File: config.mk
export PLATFORM = sky130hd
export DESIGN_NAME = button_conditioner
export DESIGN_NICKNAME = d
export VERILOG_FILES = /design/src/rtl/button_conditioner.sv
export SDC_FILE = /design/constraint.sdc
export NUM_CORES = 1
export LEC_CHECK = 0
export CORE_MARGIN = 3
export CORE_UTILIZATION = 40
export DETAILED_ROUTE_END_ITERATION = 16
export MAX_ROUTING_LAYER = met4
export PLACE_DENSITY = 0.64
export SETUP_SLACK_MARGIN = 0.3
export SLEW_MARGIN = 20
export SYNTH_ARGS = -nofsm -noshare
export SYNTH_HDL_FRONTEND = slang
export SYNTH_SLANG_ARGS = --single-unit
File: constraint.sdc
create_clock -name clk_i -period 2.6 [get_ports clk_i]
set_input_delay 0.26 -clock clk_i [delete_from_list [all_inputs] [get_ports clk_i]]
set_output_delay 0.26 -clock clk_i [all_outputs]
set_load 0.02 [all_outputs]
File: src/rtl/button_conditioner.sv
// N-channel button conditioner: 2-flop synchroniser, debounce, press/release edges,
// long-press detection and optional auto-repeat, all outputs registered.
module button_conditioner #(
    parameter int             N               = 6,
    parameter int             DEBOUNCE_CYCLES = 1000000,
    parameter int             LONG_CYCLES     = 50000000,
    parameter int             REPEAT_CYCLES   = 10000000,
    parameter int             REPEAT_EN       = 1,
    parameter logic [N-1:0]   INVERT          = {N{1'b0}}
) (
    input  logic         clk_i,
    input  logic         rst_i,
    input  logic [N-1:0] btn_i,
    output logic [N-1:0] btn_o,
    output logic [N-1:0] press_o,
    output logic [N-1:0] release_o,
    output logic [N-1:0] long_o,
    output logic [N-1:0] repeat_o
);

    localparam int DW   = $clog2(DEBOUNCE_CYCLES + 1);
    localparam int HMAX = (LONG_CYCLES > REPEAT_CYCLES) ? LONG_CYCLES : REPEAT_CYCLES;
    localparam int HW   = $clog2(HMAX + 1);

    localparam logic [DW-1:0] D_TERM = DW'(DEBOUNCE_CYCLES - 1);
    localparam logic [HW-1:0] L_TERM = HW'(LONG_CYCLES);
    localparam logic [HW-1:0] R_TERM = HW'(REPEAT_CYCLES);
    localparam logic          REP_ON = (REPEAT_EN != 0);

    // ST_HOLD is the silent post-long state used when auto-repeat is disabled.
    typedef enum logic [1:0] {
        ST_IDLE      = 2'd0,
        ST_WAIT_LONG = 2'd1,
        ST_REPEAT    = 2'd2,
        ST_HOLD      = 2'd3
    } state_t;

    logic [N-1:0] s1_q;
    logic [N-1:0] s2_q;

    // Two-flop synchroniser; reset value 0 means "released" after inversion.
    always_ff @(posedge clk_i) begin
        if (rst_i) begin
            s1_q <= {N{1'b0}};
            s2_q <= {N{1'b0}};
        end else begin
            s1_q <= btn_i ^ INVERT;
            s2_q <= s1_q;
        end
    end

    for (genvar i = 0; i < N; i++) begin : g_ch
        logic [DW-1:0] dcnt_q;
        logic [DW-1:0] dcnt_d;
        logic          btn_q;
        logic          btn_d;
        logic          press_ev_s;
        logic          release_ev_s;
        logic          press_q;
        logic          release_q;
        logic          long_q;
        logic          repeat_q;
        logic [HW-1:0] hcnt_q;
        state_t        state_q;

        // Debounce next-state: accept s2 after DEBOUNCE_CYCLES disagreeing samples.
        always_comb begin
            dcnt_d = dcnt_q;
            btn_d  = btn_q;
            if (s2_q[i] == btn_q) begin
                dcnt_d = {DW{1'b0}};
            end else if (dcnt_q == D_TERM) begin
                btn_d  = s2_q[i];
                dcnt_d = {DW{1'b0}};
            end else begin
                dcnt_d = dcnt_q + DW'(1);
            end
            press_ev_s   = btn_d & ~btn_q;
            release_ev_s = ~btn_d & btn_q;
        end

        // Debounce registers, edge pulses and hold FSM; release overrides any terminal count.
        always_ff @(posedge clk_i) begin
            if (rst_i) begin
                dcnt_q    <= {DW{1'b0}};
                btn_q     <= 1'b0;
                press_q   <= 1'b0;
                release_q <= 1'b0;
                long_q    <= 1'b0;
                repeat_q  <= 1'b0;
                hcnt_q    <= {HW{1'b0}};
                state_q   <= ST_IDLE;
            end else begin
                dcnt_q    <= dcnt_d;
                btn_q     <= btn_d;
                press_q   <= press_ev_s;
                release_q <= release_ev_s;
                long_q    <= 1'b0;
                repeat_q  <= 1'b0;
                if (release_ev_s) begin
                    state_q <= ST_IDLE;
                    hcnt_q  <= {HW{1'b0}};
                end else begin
                    case (state_q)
                        ST_IDLE: begin
                            if (press_ev_s) begin
                                state_q <= ST_WAIT_LONG;
                                hcnt_q  <= HW'(1);
                            end else begin
                                hcnt_q  <= {HW{1'b0}};
                            end
                        end
                        ST_WAIT_LONG: begin
                            if (hcnt_q == L_TERM) begin
                                long_q  <= 1'b1;
                                hcnt_q  <= REP_ON ? HW'(1) : {HW{1'b0}};
                                state_q <= REP_ON ? ST_REPEAT : ST_HOLD;
                            end else begin
                                hcnt_q  <= hcnt_q + HW'(1);
                            end
                        end
                        ST_REPEAT: begin
                            if (hcnt_q == R_TERM) begin
                                repeat_q <= 1'b1;
                                hcnt_q   <= HW'(1);
                            end else begin
                                hcnt_q   <= hcnt_q + HW'(1);
                            end
                        end
                        ST_HOLD: begin
                            hcnt_q <= {HW{1'b0}};
                        end
                        default: begin
                            state_q <= ST_IDLE;
                            hcnt_q  <= {HW{1'b0}};
                        end
                    endcase
                end
            end
        end

        assign btn_o[i]     = btn_q;
        assign press_o[i]   = press_q;
        assign release_o[i] = release_q;
        assign long_o[i]    = long_q;
        assign repeat_o[i]  = repeat_q;
    end

endmodule

==> impl_metrics.json, run 1 <==
{
  "grt_pass1_wl_mm": 49.7,
  "grt_usage_pct": 14.9,
  "fin_crit_ps": 2150,
  "dp_hpwl_mm": 19.1,
  "yosys-top-cells-count": "357 x nor2_1, 330 x dfxtp_1, 138 x xnor2_1",
  "ant_nets": 0,
  "cts-resized-gates": 0,
  "cts_sinks": 330,
  "first_global_vias": 10800,
  "slew_viol_final": 0,
  "seq_area_frac_synth_pct": 44.2,
  "cts_root_buf": "clkbuf_16",
  "die_h_um": 199,
  "grt_overflow_total": 0,
  "cts_tree": "built",
  "wirelength_mm": 28.5,
  "crit_type": "reg2reg",
  "first_pass_iters": 5,
  "postCtsSetupBuffers": 0,
  "drt_iter0_markers": 424,
  "synth.area.top_cells": "dfxtp_1 44%, nor2_1 9.0%, xnor2_1 8.1%",
  "finalNonFillerCells": 2255,
  "numPortBuffers": 37,
  "start_util_pct": 40.7,
  "worstPathArrival_ps": 2570,
  "path_cells": "inv_1, ha_1, nor4b_2, nand4_1, or4_4, and3_4, a2111oi_4",
  "synth-main-ff-cell": "dfxtp_1",
  "yosys.area.top_type": "dfxtp_1",
  "core_um2": 36700,
  "fin_skew_ps": 11.9,
  "fmax_ghz": 0.465,
  "fin_nets": 1787,
  "syn_inst": 1726,
  "synth-seq-cells": 330,
  "dpl_worst_slack_ps": 355,
  "tns_ps": 0,
  "grtUsageMet3_pct": 2.85,
  "fp-row-count": 70,
  "via_per_inst": 5.05,
  "clk_latency_ps": 520,
  "placedCellCount": 2186,
  "r2r_slack_ps": 450,
  "yosysMostFrequentCell": "nor2_1",
  "synth.top_cell.area_share_pct": 44.2,
  "cp.required_ps": 3020,
  "avgRoutedWirePerCell_um": 12.7,
  "cap_violations": 0,
  "dieArea_um2": 39700,
  "cts_hold_buffers": 0,
  "min_period_over_period_pct": 82.7,
  "critical_path.max_fanout": 6,
  "synth_cell_types": 69,
  "worst_hold_path_type": "in2reg",
  "cts_max_level": 2,
  "p_per_area_nw_per_um2": 623,
  "rsz0062_at_grt": "no",
  "status": "finished, final reports clean",
  "tightest_slew_ps": 817,
  "met2_usage_pct": 23.9,
  "antenna_cells": 0,
  "vdd_drop_max_uv": 483,
  "hold_viol": 0,
  "worstSetupStartpointType": "flop",
  "io_pins": 38,
  "drc": 0,
  "vias": 11400,
  "synthArstFlopShare_pct": 0,
  "clk_pin_slew_ps": 60,
  "slew-limit-headroom_pct": 45.1,
  "synth_edf_count": 0,
  "numCtsBuffers": 39,
  "gp_congestion": 0.810,
  "drive_gt1_share_pct": 6.83,
  "worst_path_max_delay_cell": "or4_4",
  "p_leak_nw": 5.16,
  "clockBufferDepth": 3,
  "gr-usage-met1_pct": 19.4,
  "die_x_um": 199,
  "worstSetupEndpointType": "flop",
  "antenna_found_initial": 0,
  "synth.avg_cell_area_um2": 8.65,
  "grt_max_degree": 36,
  "syn_area_um2": 14900,
  "top_usage_layer": "met2",
  "finalWorstSetupSlack_ps": 449,
  "setup_violations": 0,
  "syn_to_final_growth_pct": 13.8,
  "yosys_warnings": 0,
  "crit_path_max_incr_delay_ps": 560,
  "synth_nets": 1754
}
## flip-flops by register name, indices dropped and copies added (netlist names)
signal          cells
g_ch.btn_q          6
g_ch.dcnt_q       120
g_ch.hcnt_q       156
g_ch.long_q         6
g_ch.press_q        6
g_ch.release_q      6
g_ch.repeat_q       6
g_ch.state_q       12
s1_q                6
s2_q                6
## per-layer routing
metal	wire length, um	vias to the layer above
met4	596	0
li1	-	5910
met1	14000	5294
met5	0	-
met2	12900	136
met3	1120	48
## path summary, 6_finish.rpt
| check | start | to | depth (start not counted) |
|---|---|---|---|
| worst max register to register | g_ch[2].hcnt_q[0] | g_ch[2].hcnt_q[0] | 7 |
| worst min register to register | s1_q[0] | s2_q[0] | 1 |
| worst max-delay path | g_ch[2].hcnt_q[0] | g_ch[2].hcnt_q[0] | 7 |
| worst min-delay path | rst_i | g_ch[0].btn_q | 3 |
## cell type report
type / instances / area, um^2
Multi-Input combinational cell: 1274 / 7750
Fill cell: 3565 / 19700
Clock inverter: 9 / 78.8
Timing Repair Buffer: 62 / 553
Clock buffer: 60 / 1230
Sequential cell: 330 / 6610
Tap cell: 468 / 586
Inverter: 52 / 195
## critical path: cells and delay by family (launching register included)
family	cells	cell delay, ps
simple gates	4	1190
flops	1	350
compound gates	1	310
fa+ha+maj	1	130
buf+inv	1	60
## power breakdown
| group | switching [mW] | leakage, nW | total (mW) | internal, mW |
|---|---|---|---|---|
| sequential | 0.00647 | 2.66 | 5.08 | 5.07 |
| clock | 2.09 | 0.650 | 5.43 | 3.34 |
| combinational | 0.0476 | 1.86 | 0.0792 | 0.0316 |
| total | 2.14 | 5.16 | 10.6 | 8.44 |
## logic make-up after synthesis
group | synth area share, %
mux | 0.268
simple gates | 31.3
fa+ha+maj | 1.68
buf+inv | 4.15
xor+xnor | 15.0
compound gates | 3.45
flops | 44.2
## cell usage in the layout, fill, tap and decap left out, types with 4 or more instances in the layout
cell type / Yosys / layout
inv_1: 52 / 52
nand3_1: 115 / 115
clkdlybuf4s50_1: 0 / 36
clkbuf_8: 0 / 13
and2_1: 10 / 10
clkbuf_16: 0 / 41
and3_1: 36 / 36
xnor2_1: 138 / 138
nand4b_1: 7 / 7
nor4b_1: 16 / 15
or3_1: 6 / 6
nor4bb_1: 6 / 6
a21oi_1: 16 / 16
nand2_1: 107 / 107
nor2b_1: 24 / 24
or2_2: 9 / 9
and4_1: 21 / 21
xor2_1: 117 / 117
clkbuf_1: 18 / 6
ha_1: 20 / 20
or4_1: 5 / 5
mux2i_1: 4 / 4
nand4_1: 69 / 69
nand2b_1: 15 / 15
dfxtp_1: 330 / 329
nor2_1: 357 / 357
o21ai_0: 9 / 9
nor3b_1: 7 / 7
nor3_1: 58 / 57
nor4_1: 40 / 39
a21o_1: 5 / 5
clkinv_2: 0 / 6
buf_4: 30 / 25
## metrics by stage
stage	util, %	area [um^2]	power [mW]	hold WS (ps)
after detailed placement	42.6	15700	5.27	427
after global routing	46.3	17000	11.0	277
final	46.3	17000	10.6	255
after global placement	42.6	15700	5.26	417
after CTS	46.2	17000	10.8	234
after floorplan	-	14900	5.23	388
Note: power is estimated with default switching activity, not from simulation.
==> run 2, diff against run 1 <==
--- a/config.mk
+++ b/config.mk
@@ -9,7 +9,7 @@
 export CORE_UTILIZATION = 40
 export DETAILED_ROUTE_END_ITERATION = 16
 export MAX_ROUTING_LAYER = met4
-export PLACE_DENSITY = 0.64
+export PLACE_DENSITY = 0.66
 export SETUP_SLACK_MARGIN = 0.3
 export SLEW_MARGIN = 20
 export SYNTH_ARGS = -nofsm -noshare
==> constraint.sdc (replaced) <==
create_clock -name clk_i -period 1.9 [get_ports clk_i]
set_input_delay 0.19 -clock clk_i [delete_from_list [all_inputs] [get_ports clk_i]]
set_output_delay 0.19 -clock clk_i [all_outputs]
set_load 0.02 [all_outputs]
==> run 2 against run 1 <==
Net effect: the flow now finishes with violations (setup timing); clock power grew 40%; final area grew 23%; clock skew grew 2.3 ps; utilization grew 11 points; register-to-register slack lost 480 ps; global-route usage grew 2.1 points; cell count grew 7.7%; flip-flop and latch count is the same; critical path type unchanged.
==> impl_metrics.json, run 2 (synthesis gave the netlist of run 1 again) <==
{
  "status": "finished, violations left",
  "failed_checks": "setup timing",
  "vias": 12700,
  "rr_startpoint": "g_ch[0].hcnt_q[18]",
  "clockBufferDepth": 3,
  "fp-row-count": 70,
  "antenna_cells": 0,
  "die_h_um": 199,
  "cts_sinks": 330,
  "grt_overflow_total": 0,
  "vdd_drop_max_uv": 644,
  "clk_pin_slew_ps": 60,
  "setup_violations": 13,
  "cap_violations": 0,
  "tightest_slew_ps": 555,
  "hold_path_depth": 3,
  "finalWorstSetupSlack_ps": -28.6,
  "crit_type": "reg2reg",
  "finalPower_mw": 14.7,
  "numCtsBuffers": 37,
  "largest_register_ffs": 156,
  "drc": 0,
  "cp.required_ps": 2320,
  "reg_top3": "g_ch.hcnt_q x156, g_ch.dcnt_q x120, g_ch.state_q x12",
  "dieArea_um2": 39700,
  "fmax_ghz": 0.519,
  "first_pass_iters": 5,
  "r2r_end": "g_ch[0].hcnt_q[21]",
  "hold_viol": 0,
  "gp_congestion": 0.829,
  "wirelength_mm": 35.5,
  "first_global_vias": 12200,
  "slew-limit-headroom_pct": 62.9,
  "worstPathArrival_ps": 2350,
  "drt_iter0_markers": 641,
  "antenna_found_initial": 0,
  "worstSetupStartpointType": "flop",
  "clk_latency_ps": 520,
  "fin_util_pct": 57.2,
  "tns_ps": -167,
  "avgRoutedWirePerCell_um": 14.6,
  "drive_gt1_share_pct": 32.5,
  "min_period_over_period_pct": 102,
  "rsz0062_at_grt": "yes",
  "io_pins": 38,
  "dpl_worst_slack_ps": 36.4,
  "rr_worst_depth": 9,
  "cts_tree": "built",
  "worst_path_max_delay_cell": "dfxtp_2",
  "worst_hold_path_type": "in2reg",
  "critical_path.max_fanout": 6,
  "grt_pass1_wl_mm": 56.3,
  "final_cell_mix": "279 x dfxtp_1, 206 x nor2_1, 136 x xnor2_1",
  "core_um2": 36700,
  "worstHoldStart": "rst_i",
  "grt_max_degree": 26,
  "slew_viol_final": 0,
  "r2r_slack_ps": -30,
  "p_leak_nw": 6.85,
  "ant_nets": 0,
  "syn_to_final_growth_pct": 40.5,
  "fin_nets": 1960,
  "path_cells": "nor4b_4, buf_4, nand4_1, o311ai_2, a21o_2, buf_6, buf_12, buf_16, nor2_1",
  "dp_hpwl_mm": 20.7,
  "start_util_pct": 40.7,
  "worstSetupEndpointType": "flop",
  "final_common_cell": "dfxtp_1",
  "grt_usage_pct": 17.1,
  "crit_path_max_incr_delay_ps": 340,
  "die_x_um": 199,
  "fin_skew_ps": 14.2,
  "via_per_inst": 5.21,
  "crit_family": "buffers and inverters",
  "critPathBufInv": 4,
  "fin_crit_ps": 1930,
  "numPortBuffers": 37,
  "p_per_area_nw_per_um2": 702,
  "cts_hold_buffers": 0,
  "hold_end": "s1_q[1]",
  "cts_root_buf": "clkbuf_16",
  "cts_max_level": 2,
  "regMostFlops": "g_ch.hcnt_q"
}
run 2: cell type report:
class	instances	area, um^2
clock buffer	52	1100
clock inverter	16	215
fill	3023	15700
inverter	52	208
multi-input combinational	1280	9770
sequential	330	6700
tap	468	586
timing repair buffer	231	2420
run 2: worst reg2reg max path: stages, from the launching register on:
cell	delay, ps
dfxtp_2	340
nor4b_4	290
buf_4	160
nand4_1	160
o311ai_2	310
a21o_2	180
buf_6	120
buf_12	100
buf_16	120
nor2_1	50
run 2: worst max path at each step:
stage                        from                  to  slack [ps]  cells past startpoint
2_1_floorplan  g_ch[2].hcnt_q[25]   g_ch[2].hcnt_q[0]          80                      4
3_3_place_gp   g_ch[2].hcnt_q[25]   g_ch[2].hcnt_q[0]          50                      4
3_5_place_dp    g_ch[2].hcnt_q[0]  g_ch[2].hcnt_q[17]          40                      9
4_1_cts         g_ch[0].dcnt_q[1]  g_ch[0].hcnt_q[24]          20                      9
5_1_grt         g_ch[2].hcnt_q[1]   g_ch[2].hcnt_q[0]         -80                      8
6_report       g_ch[0].hcnt_q[18]  g_ch[0].hcnt_q[21]         -30                      9
run 2: per-stage QoR:
step                hold slack [ps]  instance area (um^2)  cells
finish                          109                 21000   2429
detailed placement              408                 16700   2258
global placement                398                 16700   2258
global route                    114                 21000   2429
CTS                            78.2                 19200   2388
floorplan                       318                 15400   1726
run 2: power by group:
| group | internal, mW | switching (mW) |
|---|---|---|
| registers | 6.92 | 0.0114 |
| clock network | 4.72 | 2.88 |
| logic | 0.0912 | 0.101 |
| total | 11.7 | 2.99 |
run 2: metal layers:
layer | track usage (%) | up-vias | part of all wire, %
met5 | - | - | 0
met4 | 5.28 | 0 | 2.4
met3 | 2.60 | 64 | 3.1
met2 | 29.0 | 181 | 50
met1 | 21.0 | 6114 | 44
li1 | - | 6302 | -
run 2: repair_timing:
action / 4_1_cts / 5_1_grt
buffers inserted: 50 / 28
pin swaps: 55 / 129
cloned: 12 / 13
endpoints found under the setup margin: 329 / 315
gates resized for setup: 161 / 335
==> run 3, diff against run 2 <==
--- a/config.mk
+++ b/config.mk
@@ -5,6 +5,7 @@
 export SDC_FILE = /design/constraint.sdc
 export NUM_CORES = 1
 export LEC_CHECK = 0
+export CORE_ASPECT_RATIO = 1.75
 export CORE_MARGIN = 3
 export CORE_UTILIZATION = 40
 export DETAILED_ROUTE_END_ITERATION = 16
==> run 3 against run 2 <==
Net effect: critical path depth grew 1; power shrank 5.0%; via count shrank 1.7%; flip-flop and latch count is the same; the run still ends with setup timing left; clock power shrank 9.6%; highest routed layer unchanged; first-iteration DRC count shrank 41%; maximum frequency shrank 3.4%; clock-buffer cell count shrank 17.
==> impl_metrics.json, run 3 (synthesis gave the netlist of run 1 again) <==
{
  "crit_type": "reg2reg",
  "cellInternalPower_mw": 11.1,
  "finalWorstSetupSlack_ps": -96.5,
  "path_cells": "inv_2, ha_4, nor4b_4, nand4_1, buf_4, o311ai_2, a21o_1, buf_6, clkbuf_16, nor2_1",
  "placedCellCount": 2270,
  "first_pass_iters": 4,
  "worst_path_max_delay_cell": "dfxtp_2",
  "final_common_cell": "dfxtp_1",
  "drc": 0,
  "vdd_drop_max_uv": 646,
  "crit_family": "buffers and inverters",
  "first_global_vias": 12300,
  "place_area_um2": 16800,
  "grt_max_degree": 26,
  "p_leak_nw": 6.54,
  "grt_usage_pct": 16.5,
  "clk_pin_slew_ps": 70,
  "cts_root_buf": "clkbuf_16",
  "antenna_found_initial": 0,
  "cts_tree": "built",
  "syn_to_final_growth_pct": 37.3,
  "min_period_over_period_pct": 105,
  "regMostFlops": "g_ch.hcnt_q",
  "fp-row-count": 93,
  "p_clk_share_pct": 49.1,
  "ant_nets": 0,
  "nFillCells": 3168,
  "grt_overflow_total": 0,
  "crit_path_max_incr_delay_ps": 330,
  "p_per_area_nw_per_um2": 682,
  "clk_latency_ps": 570,
  "seqPwrFrac_pct": 49.5,
  "critPathBufInv": 4,
  "drt_iter0_markers": 375,
  "fmax_ghz": 0.501,
  "dp_hpwl_mm": 22.2,
  "critical_path.max_fanout": 6,
  "setup_violations": 61,
  "highest_layer": "met4",
  "slew-limit-headroom_pct": 62.1,
  "numPortBuffers": 37,
  "combPwrFrac_pct": 1.3,
  "io_pins": 38,
  "drt-met1-wl_mm": 13.1,
  "cp.depth": 10,
  "drive_gt1_share_pct": 31.2,
  "wirelength_mm": 35.3,
  "fin_util_pct": 55.6,
  "gp_congestion": 0.856,
  "core_um2": 36900,
  "rsz0062_at_grt": "yes",
  "numCtsBuffers": 31,
  "dieArea_um2": 39800,
  "die_x_um": 152,
  "cts_max_level": 1,
  "fin_nets": 1932,
  "rr_worst_depth": 10,
  "reg_top3": "g_ch.hcnt_q x156, g_ch.dcnt_q x120, g_ch.state_q x12",
  "die_h_um": 262,
  "clockBufferDepth": 3,
  "antenna_cells": 0,
  "fin_area_um2": 20500,
  "p_sw_mw": 2.91,
  "tightest_slew_ps": 567,
  "worstSetupEndpointType": "flop",
  "finalNonFillerCells": 2403,
  "grt_pass1_wl_mm": 55.6,
  "worstSetupStartpointType": "flop",
  "fin_crit_ps": 2000,
  "final_cell_mix": "272 x dfxtp_1, 210 x nor2_1, 135 x xnor2_1",
  "timing.hold.ws_ps": 176,
  "hold_viol": 0,
  "start_util_pct": 40.5,
  "dr_wl_met3_um": 865,
  "hold_path_depth": 2,
  "worst_hold_path_type": "in2reg",
  "via_per_inst": 5.18,
  "status": "finished, violations left",
  "cp.required_ps": 2360,
  "avgRoutedWirePerCell_um": 14.7,
  "met2_length_mm": 20.2,
  "cts_sinks": 330,
  "switching_share_pct": 20.8,
  "slew_viol_final": 0,
  "failed_checks": "setup timing",
  "worstPathArrival_ps": 2460,
  "largest_register_ffs": 156,
  "fin_skew_ps": 12.0,
  "cap_violations": 0,
  "vias": 12400
}
[run 3: metal layers]
layer,track usage [%],up-vias
li1,-,6217
met4,6.62,0
met2,32.5,165
met3,1.88,80
met1,16.5,5987
met5,-,-
[run 3: cell type report]
| type | count | area (um^2) | area share (%) |
|---|---|---|---|
| clock buffers | 35 | 821 | 4.00 |
| clock inverters | 22 | 313 | 1.53 |
| inverters | 52 | 195 | 0.952 |
| multi-input cells | 1280 | 9680 | 47.2 |
| flip-flops and latches | 330 | 6700 | 32.7 |
| well taps | 475 | 594 | 2.90 |
| repair buffers | 209 | 2200 | 10.7 |
[run 3: final timing paths]
check                                       start                end  slack, ps
worst min register to register  g_ch[2].dcnt_q[0]  g_ch[2].dcnt_q[0]        430
worst max register to register  g_ch[2].hcnt_q[1]  g_ch[2].hcnt_q[1]       -100
worst min-delay path                     btn_i[5]            s1_q[5]        180
worst max-delay path            g_ch[2].hcnt_q[1]  g_ch[2].hcnt_q[1]       -100
[run 3: timing repair]
| action | CTS | global route |
|---|---|---|
| pin swaps | 59 | 128 |
| hold endpoints to repair | 5 | 0 |
| resized for setup | 128 | 313 |
| setup endpoints to repair | 332 | 340 |
| buffers inserted | 26 | 24 |
| gates cloned | 5 | 20 |
| hold buffers | 1 | 0 |
[run 3: per-stage QoR]
stage	setup TNS, ps	total power [mW]	setup WS [ps]
detailed placement	-38.8	7.23	-30.6
global route	-7110	14.5	-186
floorplan	0	7.17	82.2
CTS	-14.9	14.2	-14.9
finish	-2470	14.0	-96.5
global placement	0	7.23	8.51
[run 3: power by group through the flow]
stage	Sequential, mW	Combinational (mW)	Clock [mW]
after global routing	6.93	0.199	7.36
after floorplan	7.09	0.0772	0
after global placement	7.10	0.133	0
final	6.93	0.186	6.87
after detailed placement	7.10	0.135	0
after CTS	6.93	0.150	7.08
